File: config.mk
export PLATFORM = sky130hd
export DESIGN_NAME = cl_ocl_axil_skid_slice
export DESIGN_NICKNAME = d
export VERILOG_FILES = /design/src/rtl/cl_ocl_slice_pkg.sv /design/src/rtl/cl_axil_skid_buf.sv /design/src/rtl/cl_ocl_axil_skid_slice.sv
export SDC_FILE = /design/constraint.sdc
export NUM_CORES = 1
export LEC_CHECK = 0
export CAP_MARGIN = 20
export CORE_ASPECT_RATIO = 1.75
export CORE_MARGIN = 2
export CORE_UTILIZATION = 26
export CTS_CLUSTER_DIAMETER = 200
export DETAILED_ROUTE_END_ITERATION = 8
export PLACE_DENSITY = 0.44
export SYNTH_ARGS = -nofsm -noshare
export SYNTH_HDL_FRONTEND = slang
export SYNTH_HIERARCHICAL = 1
export SYNTH_SLANG_ARGS = --single-unit
File: constraint.sdc
create_clock -name clk_main_a0 -period 2.1 [get_ports clk_main_a0]
set_input_delay 0.21 -clock clk_main_a0 [delete_from_list [all_inputs] [get_ports clk_main_a0]]
set_output_delay 0.21 -clock clk_main_a0 [all_outputs]
set_load 0.05 [all_outputs]
File: src/rtl/cl_ocl_slice_pkg.sv
// Shared types for the CL OCL AXI-Lite register slice.
// Skid buffer state encoding and AXI-Lite response codes.
package cl_ocl_slice_pkg;

   typedef enum logic [1:0] {
      SKD_EMPTY,
      SKD_ONE,
      SKD_TWO
   } skd_state_e;

   localparam logic [1:0] AXIL_RESP_OKAY   = 2'b00;
   localparam logic [1:0] AXIL_RESP_SLVERR = 2'b10;
   localparam logic [1:0] AXIL_RESP_DECERR = 2'b11;

endpackage

File: src/rtl/cl_axil_skid_buf.sv
// Generic 2-entry skid buffer for one valid/ready channel.
// Fully registered: in_ready, out_valid and out_data come from flops.
module cl_axil_skid_buf
   import cl_ocl_slice_pkg::*;
#(
   parameter int W = 32
) (
   input  logic         clk_main_a0,
   input  logic         rst_main_n,
   input  logic         in_valid,
   output logic         in_ready,
   input  logic [W-1:0] in_data,
   output logic         out_valid,
   input  logic         out_ready,
   output logic [W-1:0] out_data
);

   skd_state_e   state_q;
   skd_state_e   state_d;
   logic [W-1:0] skd_q;
   logic         in_fire;
   logic         load_out;
   logic         load_skd;
   logic         out_from_skd;

   assign in_fire   = in_valid & in_ready;
   assign out_valid = (state_q != SKD_EMPTY);

   always_comb begin
      state_d      = state_q;
      load_out     = 1'b0;
      load_skd     = 1'b0;
      out_from_skd = 1'b0;
      unique case (state_q)
         SKD_EMPTY: begin
            if (in_fire) begin
               state_d  = SKD_ONE;
               load_out = 1'b1;
            end
         end
         SKD_ONE: begin
            if (in_fire && out_ready) begin
               load_out = 1'b1;
            end else if (in_fire) begin
               state_d  = SKD_TWO;
               load_skd = 1'b1;
            end else if (out_ready) begin
               state_d  = SKD_EMPTY;
            end
         end
         SKD_TWO: begin
            if (out_ready) begin
               state_d      = SKD_ONE;
               load_out     = 1'b1;
               out_from_skd = 1'b1;
            end
         end
         default: state_d = SKD_EMPTY;
      endcase
   end

   // in_ready is registered from the next state so it never depends on out_ready.
   always_ff @(posedge clk_main_a0 or negedge rst_main_n) begin
      if (!rst_main_n) begin
         state_q  <= SKD_EMPTY;
         in_ready <= 1'b0;
         out_data <= '0;
         skd_q    <= '0;
      end else begin
         state_q  <= state_d;
         in_ready <= (state_d != SKD_TWO);
         if (load_out) out_data <= out_from_skd ? skd_q : in_data;
         if (load_skd) skd_q <= in_data;
      end
   end

endmodule

File: src/rtl/cl_ocl_axil_skid_slice.sv
// AXI-Lite register slice between shell OCL port and CL decoder.
// Optional handshake counters: define CL_OCL_SLICE_STATS_EN.
module cl_ocl_axil_skid_slice
   import cl_ocl_slice_pkg::*;
#(
   parameter int ADDR_W = 32,
   parameter int DATA_W = 32,
   parameter int CNT_W  = 16
) (
   input  logic                clk_main_a0,
   input  logic                rst_main_n,
   input  logic                s_axi_awvalid,
   output logic                s_axi_awready,
   input  logic [ADDR_W-1:0]   s_axi_awaddr,
   input  logic                s_axi_wvalid,
   output logic                s_axi_wready,
   input  logic [DATA_W-1:0]   s_axi_wdata,
   input  logic [DATA_W/8-1:0] s_axi_wstrb,
   output logic                s_axi_bvalid,
   input  logic                s_axi_bready,
   output logic [1:0]          s_axi_bresp,
   input  logic                s_axi_arvalid,
   output logic                s_axi_arready,
   input  logic [ADDR_W-1:0]   s_axi_araddr,
   output logic                s_axi_rvalid,
   input  logic                s_axi_rready,
   output logic [DATA_W-1:0]   s_axi_rdata,
   output logic [1:0]          s_axi_rresp,
   output logic                m_axi_awvalid,
   input  logic                m_axi_awready,
   output logic [ADDR_W-1:0]   m_axi_awaddr,
   output logic                m_axi_wvalid,
   input  logic                m_axi_wready,
   output logic [DATA_W-1:0]   m_axi_wdata,
   output logic [DATA_W/8-1:0] m_axi_wstrb,
   input  logic                m_axi_bvalid,
   output logic                m_axi_bready,
   input  logic [1:0]          m_axi_bresp,
   output logic                m_axi_arvalid,
   input  logic                m_axi_arready,
   output logic [ADDR_W-1:0]   m_axi_araddr,
   input  logic                m_axi_rvalid,
   output logic                m_axi_rready,
   input  logic [DATA_W-1:0]   m_axi_rdata,
   input  logic [1:0]          m_axi_rresp,
   input  logic                stat_clr,
   output logic [CNT_W-1:0]    stat_wr_cnt,
   output logic [CNT_W-1:0]    stat_rd_cnt
);

   localparam int WW = DATA_W + DATA_W / 8;
   localparam int RW = DATA_W + 2;

   cl_axil_skid_buf #(.W(ADDR_W)) u_aw (
      .clk_main_a0 (clk_main_a0),
      .rst_main_n  (rst_main_n),
      .in_valid    (s_axi_awvalid),
      .in_ready    (s_axi_awready),
      .in_data     (s_axi_awaddr),
      .out_valid   (m_axi_awvalid),
      .out_ready   (m_axi_awready),
      .out_data    (m_axi_awaddr)
   );

   cl_axil_skid_buf #(.W(WW)) u_w (
      .clk_main_a0 (clk_main_a0),
      .rst_main_n  (rst_main_n),
      .in_valid    (s_axi_wvalid),
      .in_ready    (s_axi_wready),
      .in_data     ({s_axi_wdata, s_axi_wstrb}),
      .out_valid   (m_axi_wvalid),
      .out_ready   (m_axi_wready),
      .out_data    ({m_axi_wdata, m_axi_wstrb})
   );

   cl_axil_skid_buf #(.W(2)) u_b (
      .clk_main_a0 (clk_main_a0),
      .rst_main_n  (rst_main_n),
      .in_valid    (m_axi_bvalid),
      .in_ready    (m_axi_bready),
      .in_data     (m_axi_bresp),
      .out_valid   (s_axi_bvalid),
      .out_ready   (s_axi_bready),
      .out_data    (s_axi_bresp)
   );

   cl_axil_skid_buf #(.W(ADDR_W)) u_ar (
      .clk_main_a0 (clk_main_a0),
      .rst_main_n  (rst_main_n),
      .in_valid    (s_axi_arvalid),
      .in_ready    (s_axi_arready),
      .in_data     (s_axi_araddr),
      .out_valid   (m_axi_arvalid),
      .out_ready   (m_axi_arready),
      .out_data    (m_axi_araddr)
   );

   cl_axil_skid_buf #(.W(RW)) u_r (
      .clk_main_a0 (clk_main_a0),
      .rst_main_n  (rst_main_n),
      .in_valid    (m_axi_rvalid),
      .in_ready    (m_axi_rready),
      .in_data     ({m_axi_rdata, m_axi_rresp}),
      .out_valid   (s_axi_rvalid),
      .out_ready   (s_axi_rready),
      .out_data    ({s_axi_rdata, s_axi_rresp})
   );

`ifdef CL_OCL_SLICE_STATS_EN
   logic [CNT_W-1:0] wr_cnt_q;
   logic [CNT_W-1:0] rd_cnt_q;

   // Clear wins over a same-cycle handshake.
   always_ff @(posedge clk_main_a0 or negedge rst_main_n) begin
      if (!rst_main_n) begin
         wr_cnt_q <= '0;
         rd_cnt_q <= '0;
      end else if (stat_clr) begin
         wr_cnt_q <= '0;
         rd_cnt_q <= '0;
      end else begin
         if (s_axi_bvalid && s_axi_bready)
            wr_cnt_q <= wr_cnt_q + CNT_W'(1);
         if (s_axi_rvalid && s_axi_rready)
            rd_cnt_q <= rd_cnt_q + CNT_W'(1);
      end
   end

   assign stat_wr_cnt = wr_cnt_q;
   assign stat_rd_cnt = rd_cnt_q;
`else
   logic unused_stat_clr;

   assign unused_stat_clr = stat_clr;
   assign stat_wr_cnt     = '0;
   assign stat_rd_cnt     = '0;
`endif

endmodule

==> results of run 1 <==
-- cell type report --
type                       instances  share of cell area
sequential                       287               0.379
multi-input combinational        505               0.326
timing repair buffer             341               0.190
clock buffer                      54              0.0575
tap                              684              0.0452
clock inverter                     7             0.00224
-- power groups by stage --
stage | sequential, µW | combinational, µW | clock, µW
after floorplan | 14400 | 6220 | 0
after global placement | 9860 | 15400 | 0
after detailed placement | 9930 | 15500 | 0
after CTS | 9900 | 15500 | 6290
after global routing | 10300 | 15900 | 6490
final | 9860 | 15200 | 5990
-- timing repair --
item,CTS,global route
hold buffers,1,0
endpoints found under the hold margin,56,0
setup endpoints to repair,3,0
gates resized for setup,3,0
setup buffers,0,0
-- state kept, by name (all words and copies together), names as in the netlist --
| register | count |
|---|---|
| u_b/out_data | 2 |
| u_w/skd_q | 36 |
| u_ar/skd_q | 32 |
| u_r/out_data | 34 |
| u_ar/state_q | 2 |
| u_aw/in_ready | 1 |
| u_aw/state_q | 2 |
| u_r/skd_q | 34 |
| u_r/state_q | 2 |
| u_r/in_ready | 1 |
| u_ar/in_ready | 1 |
| u_b/in_ready | 1 |
| u_w/out_data | 36 |
| u_w/in_ready | 1 |
| u_b/state_q | 2 |
| u_aw/out_data | 32 |
| u_ar/out_data | 32 |
| u_b/skd_q | 2 |
| u_aw/skd_q | 32 |
| u_w/state_q | 2 |
-- metal layers --
| layer | share of wire | vias to the layer above | GRT usage |
|---|---|---|---|
| met3 | 0.068 | 50 | 0.0355 |
| met4 | 0.027 | 0 | 0.0412 |
| li1 | - | 3581 | - |
| met1 | 0.41 | 3916 | 0.145 |
| met2 | 0.50 | 243 | 0.209 |
| met5 | 0 | - | 0 |
-- layout by cell type (no fill, tap or decap), drive strengths merged --
cell type,n
and2,5
and3b,5
buf,53
clkbuf,54
clkdlybuf4s50,284
clkinv,4
clkinvlp,3
conb,32
dfrtp,287
dlygate4sd2,3
dlygate4sd3,1
mux2,408
mux2i,10
nand2,5
nand3b,5
nand4b,5
nor2,5
nor2b,5
o211ai,5
o221ai,5
or2,10
-- kinds of logic after synthesis --
family	count (synthesis)
other	1
buffers and inverters	74
AND/OR/NAND/NOR	45
flip-flops	287
AO/OA/AOI/OAI	10
multiplexers	418
-- metrics by stage --
stage               hold slack [ns]  area [µm²]
floorplan                   -0.0856       14200
global placement              0.164       17800
detailed placement            0.170       17800
CTS                           0.196       19000
global route                  0.207       19000
finish                        0.191       19000
-- how the worst min path moves through the flow --
stage	end	slack, ns	startpoint	depth (start not counted)
final	u_aw/skd_q[20]$_DFFE_PN0P_	0.19	rst_main_n	2
after floorplan	u_ar/in_ready$_DFF_PN0_	-0.09	rst_main_n	0
after CTS	u_aw/skd_q[20]$_DFFE_PN0P_	0.20	rst_main_n	2
after global placement	u_aw/skd_q[20]$_DFFE_PN0P_	0.16	rst_main_n	1
after global routing	u_aw/skd_q[20]$_DFFE_PN0P_	0.21	rst_main_n	2
after detailed placement	u_aw/skd_q[20]$_DFFE_PN0P_	0.17	rst_main_n	1
==> qor.csv, run 1 <==
metric,value,unit
die_w,180,µm
crit_buf_inv,1,
ys_ff_latch,287,
multi_input_area,6190,µm²
p_seq_frac,0.317,
area_delta_synth_final,34.5,%
wl_per_cell,18.4,µm
rsz0062_at_grt,false,
synth.top_cell.area_share,0.510,
grt_max_degree,56,
muxShareOfSynthArea,0.396,
drv_slew,0,
fmax,501,MHz
antenna_left,0,
synth_warnings,6,
synthesis.area,14100,µm²
via_per_inst,4.15,
core,53400,µm²
p_per_area,1640,nW/µm²
nNetsFinal,1318,
startpoint,u_aw/out_data[28]$_DFFE_PN0P_,
pwr-share-comb,0.490,
skew,0.0100,ns
crit_slowest_cell,clkdlybuf4s50_1,
drt-pass1-iter-count,4,
synth_seq_area_share,0.510,
path_class,flip-flop to output port,
cts_buffer_depth,3,
numPlacedInstances,1816,
crit_path_max_fanout,2,
fin_cells,1878,
n_fill_cell,5151,
clk_pin_slew,0.06,ns
outcome,"complete, no violations",
cp.required,1.89,ns
slowest_delay,0.88,ns
start_kind,flip-flop,
diodes,0,
worstMarginPinSlew,0.600,ns
numCtsBuffers,34,
endpoint_kind,output port,
antenna_found_initial,1,
power,31100,µW
regArea,7180,µm²
root_buffer,clkbuf_16,
syn_area_per_cell,16.9,µm²
hold_class,input port to asynchronous set/reset pin,
synth-compound-area-share,0.0100,
cts_tree,yes,
io-pin-count,327,
grt-ovfl-total,0,
globalplace.congestion,0.721,
numPortBuffers,293,
critical_path.top_delay_family,buffers and inverters,
vias,7790,
cp.depth,1,
drt_wl_total,34600,µm
r2r_cells,4,
clock-sinks,287,
synth-simple-area-share,0.0241,
max-vdd-ir-drop,0.844,mV
timing.setup.tns,0,ns
crit_chain,clkdlybuf4s50_1,
crit_arrival,1.79,ns
synth.distinct_cells,25,
ctsHtreeMaxLevel,2,
synth_top_family_by_area,multiplexers,
fin_crit,2.00,ns
ff2ff_setup_slack,0.25,ns
drv_cap,0,
synth_xor_area_frac,0,
max-slew-margin-rel,0.599,
synthTopCellsByArea,"dfrtp_1 (51%), mux2_4 (25%), mux2_2 (10%), mux2_1 (3.4%), buf_12 (2.6%)",
setup_ws,0.104,ns
p_clk_frac,0.193,
synth.most_common_cell,dfrtp_1,
grt_pass1_vias,8703,
die-area,56200,µm²
power_switching,12300,µW
p_sw_frac,0.394,
drc,0,
grt_pass1_wl,53900,µm
pre_cts_ws,-0.0182,ns
drive_gt1_frac,0.412,
critPathCapture,m_axi_awaddr[28],
clk_latency,0.51,ns
rows,112,
fin_util,0.355,
reg2reg_from,u_r/state_q[1]$_DFF_PN0_,
setup_viol,0,
grt_use_total,0.122,
synth_common_cells,"dfrtp_1 (287), mux2_4 (237), mux2_2 (129)",
initial_core_util,0.264,
synth-adder-area-share,0,
synth_top_area_cell,dfrtp_1,
synth_cells,835,
synth_edf_count,0,
timing.rr.end,u_r/out_data[19]$_DFFE_PN0P_,
dpl.hpwl,24400,µm
finalHoldViolations,0,
synth_flop_cell,dfrtp_1,
period_share,0.950,
synthArstFlopShare,1.00,
p_leak,0.00845,µW
chipHeight,312,µm
dr.first_iter.drc_count,252,
internal_power,18800,µW
Power figures use the tool's default switching activity.
==> run 2: changes to the inputs <==
--- a/config.mk
+++ b/config.mk
@@ -11,8 +11,8 @@
 export CORE_UTILIZATION = 26
 export CTS_CLUSTER_DIAMETER = 200
 export DETAILED_ROUTE_END_ITERATION = 8
-export PLACE_DENSITY = 0.44
+export GPL_ROUTABILITY_DRIVEN = 0
+export PLACE_DENSITY = 0.45
 export SYNTH_ARGS = -nofsm -noshare
 export SYNTH_HDL_FRONTEND = slang
-export SYNTH_HIERARCHICAL = 1
 export SYNTH_SLANG_ARGS = --single-unit
==> qor.csv, run 2 <==
metric,value,unit
synth_common_cells,"mux2_2 (391), dfrtp_1 (287), buf_4 (45)",
initial_core_util,0.264,
path_class,flip-flop to output port,
drt_wl_total,33300,µm
start_kind,flip-flop,
setup_ws,0.0873,ns
power_switching,11800,µW
via_per_inst,4.26,
grt_pass1_vias,8505,
drt-pass1-iter-count,4,
pwr-share-comb,0.481,
crit_arrival,1.80,ns
die-area,51300,µm²
drv_cap,0,
crit_buf_inv,1,
p_leak,0.00728,µW
grt_max_degree,75,
synth_seq_area_share,0.559,
skew,0.00841,ns
p_sw_frac,0.403,
synthesis.area,12800,µm²
crit_slowest_cell,clkdlybuf4s50_1,
setup_viol,0,
endpoint_kind,output port,
area_delta_synth_final,38.2,%
grt-ovfl-total,0,
synth.distinct_cells,31,
fmax,497,MHz
syn_area_per_cell,15.5,µm²
drc,0,
r2r_cells,4,
post-cts-setup-buffers,0,
finalHoldViolations,0,
cp.depth,1,
outcome,"complete, no violations",
drv_slew,0,
final_cell_mix,"mux2_2 (391), dfrtp_1 (287), clkdlybuf4s50_1 (283)",
synth.most_common_cell,mux2_2,
chipHeight,298,µm
pre_cts_ws,0.146,ns
reg_top3,"u_w.out_data (36), u_w.skd_q (36)",
rsz0062_at_grt,false,
grt_use_total,0.129,
grt_pass1_wl,50900,µm
synthArstFlopShare,1.00,
cts_buffer_depth,3,
io-pin-count,327,
n_fill_cell,4823,
synth_warnings,0,
period_share,0.958,
vias,7790,
internal_power,17400,µW
p_seq_frac,0.333,
antenna_left,0,
p_clk_frac,0.186,
numPortBuffers,293,
synth_flop_cell,dfrtp_1,
dr.first_iter.drc_count,238,
antenna_found_initial,2,
hold_class,input port to asynchronous set/reset pin,
nNetsFinal,1298,
slowest_delay,0.86,ns
core,48700,µm²
drive_gt1_frac,0.437,
fin_crit,2.01,ns
cts_tree,yes,
max-slew-margin-rel,0.591,
cp.required,1.89,ns
p_per_area,1650,nW/µm²
numCtsBuffers,30,
clk_pin_slew,0.07,ns
ctsHtreeMaxLevel,1,
synth_cells,830,
clk_latency,0.57,ns
rows,107,
critical_path.top_delay_family,buffers and inverters,
worstMarginPinSlew,0.612,ns
synth_top_area_cell,dfrtp_1,
dpl.hpwl,23400,µm
ys_ff_latch,287,
wl_per_cell,18.2,µm
crit_chain,clkdlybuf4s50_1,
final_common_cell,mux2_2,
clock-sinks,287,
root_buffer,clkbuf_16,
synth_edf_count,0,
crit_path_max_fanout,3,
synthTopCellsByArea,"dfrtp_1 (56%), mux2_2 (34%), buf_4 (2.6%), mux2_4 (1.6%), buf_2 (0.66%)",
synth.top_cell.area_share,0.559,
timing.setup.tns,0,ns
max-vdd-ir-drop,1.09,mV
die_w,172,µm
run 2: cell count changes in the layout (fill, tap and decap cells not counted), sizes merged, moves of 5 or more:
cell / delta
mux2i: -6
buf: -16
clkbuf: -8
clkinv: +5
run 2: cells by family (layout without fill, tap and decap cells):
logic type,after synthesis,count (layout),synth area share
flops,287,287,0.559
xor+xnor,1,1,0.000682
compound gates,10,10,0.00877
simple gates,45,45,0.0230
buf+inv,72,384,0.0413
mux,414,414,0.367
other cells,1,33,0.000292
run 2: final cells by class:
class / count / area, µm² / area share
flip-flops and latches: 287 / 7180 / 0.405
multi-input cells: 502 / 5280 / 0.297
repair buffers: 328 / 3470 / 0.195
clock buffers: 45 / 918 / 0.0517
well taps: 654 / 818 / 0.0461
clock inverters: 11 / 87.6 / 0.00493
diodes: 1 / 2.50 / 0.000141
run 2: metrics by stage:
step	hold slack [ns]	instances	area [µm²]	utilization	power (µW)
2_1_floorplan	-0.0856	861	13000	-	19200
3_3_place_gp	0.147	1770	16700	0.344	24000
3_5_place_dp	0.137	1770	16700	0.344	24200
4_1_cts	0.102	1827	17800	0.364	29800
5_1_grt	0.141	1828	17800	0.364	30800
6_report	0.115	1828	17800	0.364	29200
run 2: metal layers:
metal  routed length, µm  track usage  vias up
met2               17900        0.242      224
met3                2490       0.0373       41
li1                    -            -     3562
met4                 697       0.0366        2
met1               12100        0.137     3961
met5                  12            0        -
run 2: final timing paths:
path	startpoint	to	slack (ns)
worst max-delay path	u_aw.in_ready$_DFF_PN0_	s_axi_awready	0.09
worst min-delay path	rst_main_n	u_r.skd_q[2]$_DFFE_PN0P_	0.12
worst max register to register	u_aw.state_q[1]$_DFF_PN0_	u_aw.out_data[11]$_DFFE_PN0P_	0.23
worst min register to register	u_r.out_data[3]$_DFFE_PN0P_	u_r.out_data[3]$_DFFE_PN0P_	0.48
max in group asynchronous	rst_main_n	u_ar.out_data[6]$_DFFE_PN0P_	1.20
min in group clk_main_a0	s_axi_araddr[14]	u_ar.skd_q[14]$_DFFE_PN0P_	0.27
run 2: timing repair:
item | CTS | global route
setup endpoints to repair | 5 | 3
hold endpoints to repair | 267 | 0
resized for setup | 5 | 4
hold buffers | 1 | 0
run 2: power by group through the flow:
stage | logic (µW) | registers [µW] | clock network, µW
final | 14100 | 9720 | 5450
after detailed placement | 14300 | 9860 | 0
after global placement | 14200 | 9780 | 0
after floorplan | 4780 | 14400 | 0
after global routing | 14800 | 10100 | 5900
after CTS | 14300 | 9780 | 5730
==> run 3: changes to the inputs <==
--- a/config.mk
+++ b/config.mk
@@ -7,7 +7,6 @@
 export LEC_CHECK = 0
 export CAP_MARGIN = 20
 export CORE_ASPECT_RATIO = 1.75
-export CORE_MARGIN = 2
 export CORE_UTILIZATION = 26
 export CTS_CLUSTER_DIAMETER = 200
 export DETAILED_ROUTE_END_ITERATION = 8
==> qor.csv, run 3 (synthesized netlist as in run 2, its figures left out) <==
metric,value,unit
n_fill_cell,4814,
clk_latency,0.56,ns
ff2ff_setup_slack,0.20,ns
cts_buffer_depth,3,
max-slew-margin-rel,0.600,
via_per_inst,4.25,
start_kind,flip-flop,
grt_max_degree,65,
dr.first_iter.drc_count,167,
grt_pass1_vias,8352,
drc,0,
multi_input_area,5280,µm²
dpl.hpwl,23000,µm
grt-ovfl-total,0,
period_share,0.958,
slowest_delay,0.85,ns
hold_class,input port to asynchronous set/reset pin,
wl_met3,2290,µm
vias,7781,
wl_met2,17900,µm
fin_util,0.364,
worstMarginPinSlew,0.598,ns
rows,107,
die-area,50300,µm²
root_buffer,clkbuf_16,
path_class,flip-flop to output port,
p_per_area,1650,nW/µm²
cp.required,1.89,ns
drv_slew,0,
highest_layer,met5,
critical_path.top_delay_family,buffers and inverters,
antenna_left,0,
nNetsFinal,1299,
skew,0.0150,ns
initial_core_util,0.264,
ctsHtreeMaxLevel,1,
antenna_found_initial,5,
finalHoldViolations,0,
crit_chain,clkdlybuf4s50_1,
drt_wl_total,32700,µm
r2r_cells,4,
cts_tree,yes,
setup_viol,0,
fmax,497,MHz
final_cell_mix,"mux2_2 (391), clkdlybuf4s50_1 (287), dfrtp_1 (287)",
core,48700,µm²
regArea,7180,µm²
fin_area,17800,µm²
final_common_cell,mux2_2,
placedInstanceArea,16700,µm²
fin_cells,1830,
outcome,"complete, no violations",
numPortBuffers,293,
numCtsBuffers,31,
fin_crit,2.01,ns
startpoint,u_w.in_ready$_DFF_PN0_,
crit_arrival,1.80,ns
grt_pass1_wl,50000,µm
chipHeight,296,µm
crit_slowest_cell,clkdlybuf4s50_1,
drv_cap,0,
max-vdd-ir-drop,0.907,mV
die_w,170,µm
numPlacedInstances,1770,
p_leak,0.00727,µW
reg_top3,"u_w.out_data (36), u_w.skd_q (36)",
clk_pin_slew,0.06,ns
wl_met1,12000,µm
timing.setup.tns,0,ns
clock-sinks,287,
reg2reg_from,u_w.state_q[0]$_DFF_PN0_,
io-pin-count,327,
drt-pass1-iter-count,3,
grt_use_total,0.129,
rsz0062_at_grt,false,
endpoint_kind,output port,
area_delta_synth_final,38.2,%
timing.rr.end,u_w.out_data[19]$_DFFE_PN0P_,
wl_per_cell,17.9,µm
crit_buf_inv,1,
crit_path_max_fanout,4,
drive_gt1_frac,0.433,
==> run 3: area by class of cell <==
| type | count | area share |
|---|---|---|
| clock buffer | 49 | 0.0537 |
| tap | 654 | 0.0461 |
| timing repair buffer | 328 | 0.193 |
| antenna | 4 | 0.000564 |
| sequential | 287 | 0.405 |
| multi-input combinational | 502 | 0.297 |
| clock inverter | 6 | 0.00451 |
==> run 3: per-stage QoR <==
stage               hold slack, ns  setup slack, ns  total power, µW
global route                 0.174         0.000101            30800
detailed placement           0.154           0.0969            24100
global placement             0.153            0.124            23900
CTS                          0.130          0.00749            29900
finish                       0.158           0.0872            29300
floorplan                  -0.0856           0.0927            19200
==> run 3: metal layers <==
layer,global-route usage,vias to the layer above
met5,0,-
met4,0.0426,2
li1,-,3556
met1,0.138,3968
met3,0.0359,34
met2,0.239,221
==> run 3: worst max path at each step <==
stage	slack (ns)	to	cells after the start
final	0.09	s_axi_wready	1
after global routing	0.0001	s_axi_awready	1
after CTS	0.007	s_axi_wready	1
after detailed placement	0.1	u_r.out_data[8]$_DFFE_PN0P_	6
after global placement	0.12	u_r.out_data[14]$_DFFE_PN0P_	6
after floorplan	0.09	u_r.skd_q[10]$_DFFE_PN0P_	4
==> run 3: power by group <==
group / internal (µW) / total [µW] / switching [µW]
sequential: 8310 / 9710 / 1400
combinational: 5970 / 14000 / 8040
clock: 3320 / 5590 / 2270
==> run 3: timing repair <==
action / CTS / global route
resized for setup: 5 / 2
hold endpoints to repair: 208 / 0
setup endpoints to repair: 5 / 1
setup buffers: 0 / 0
hold buffers: 1 / 0
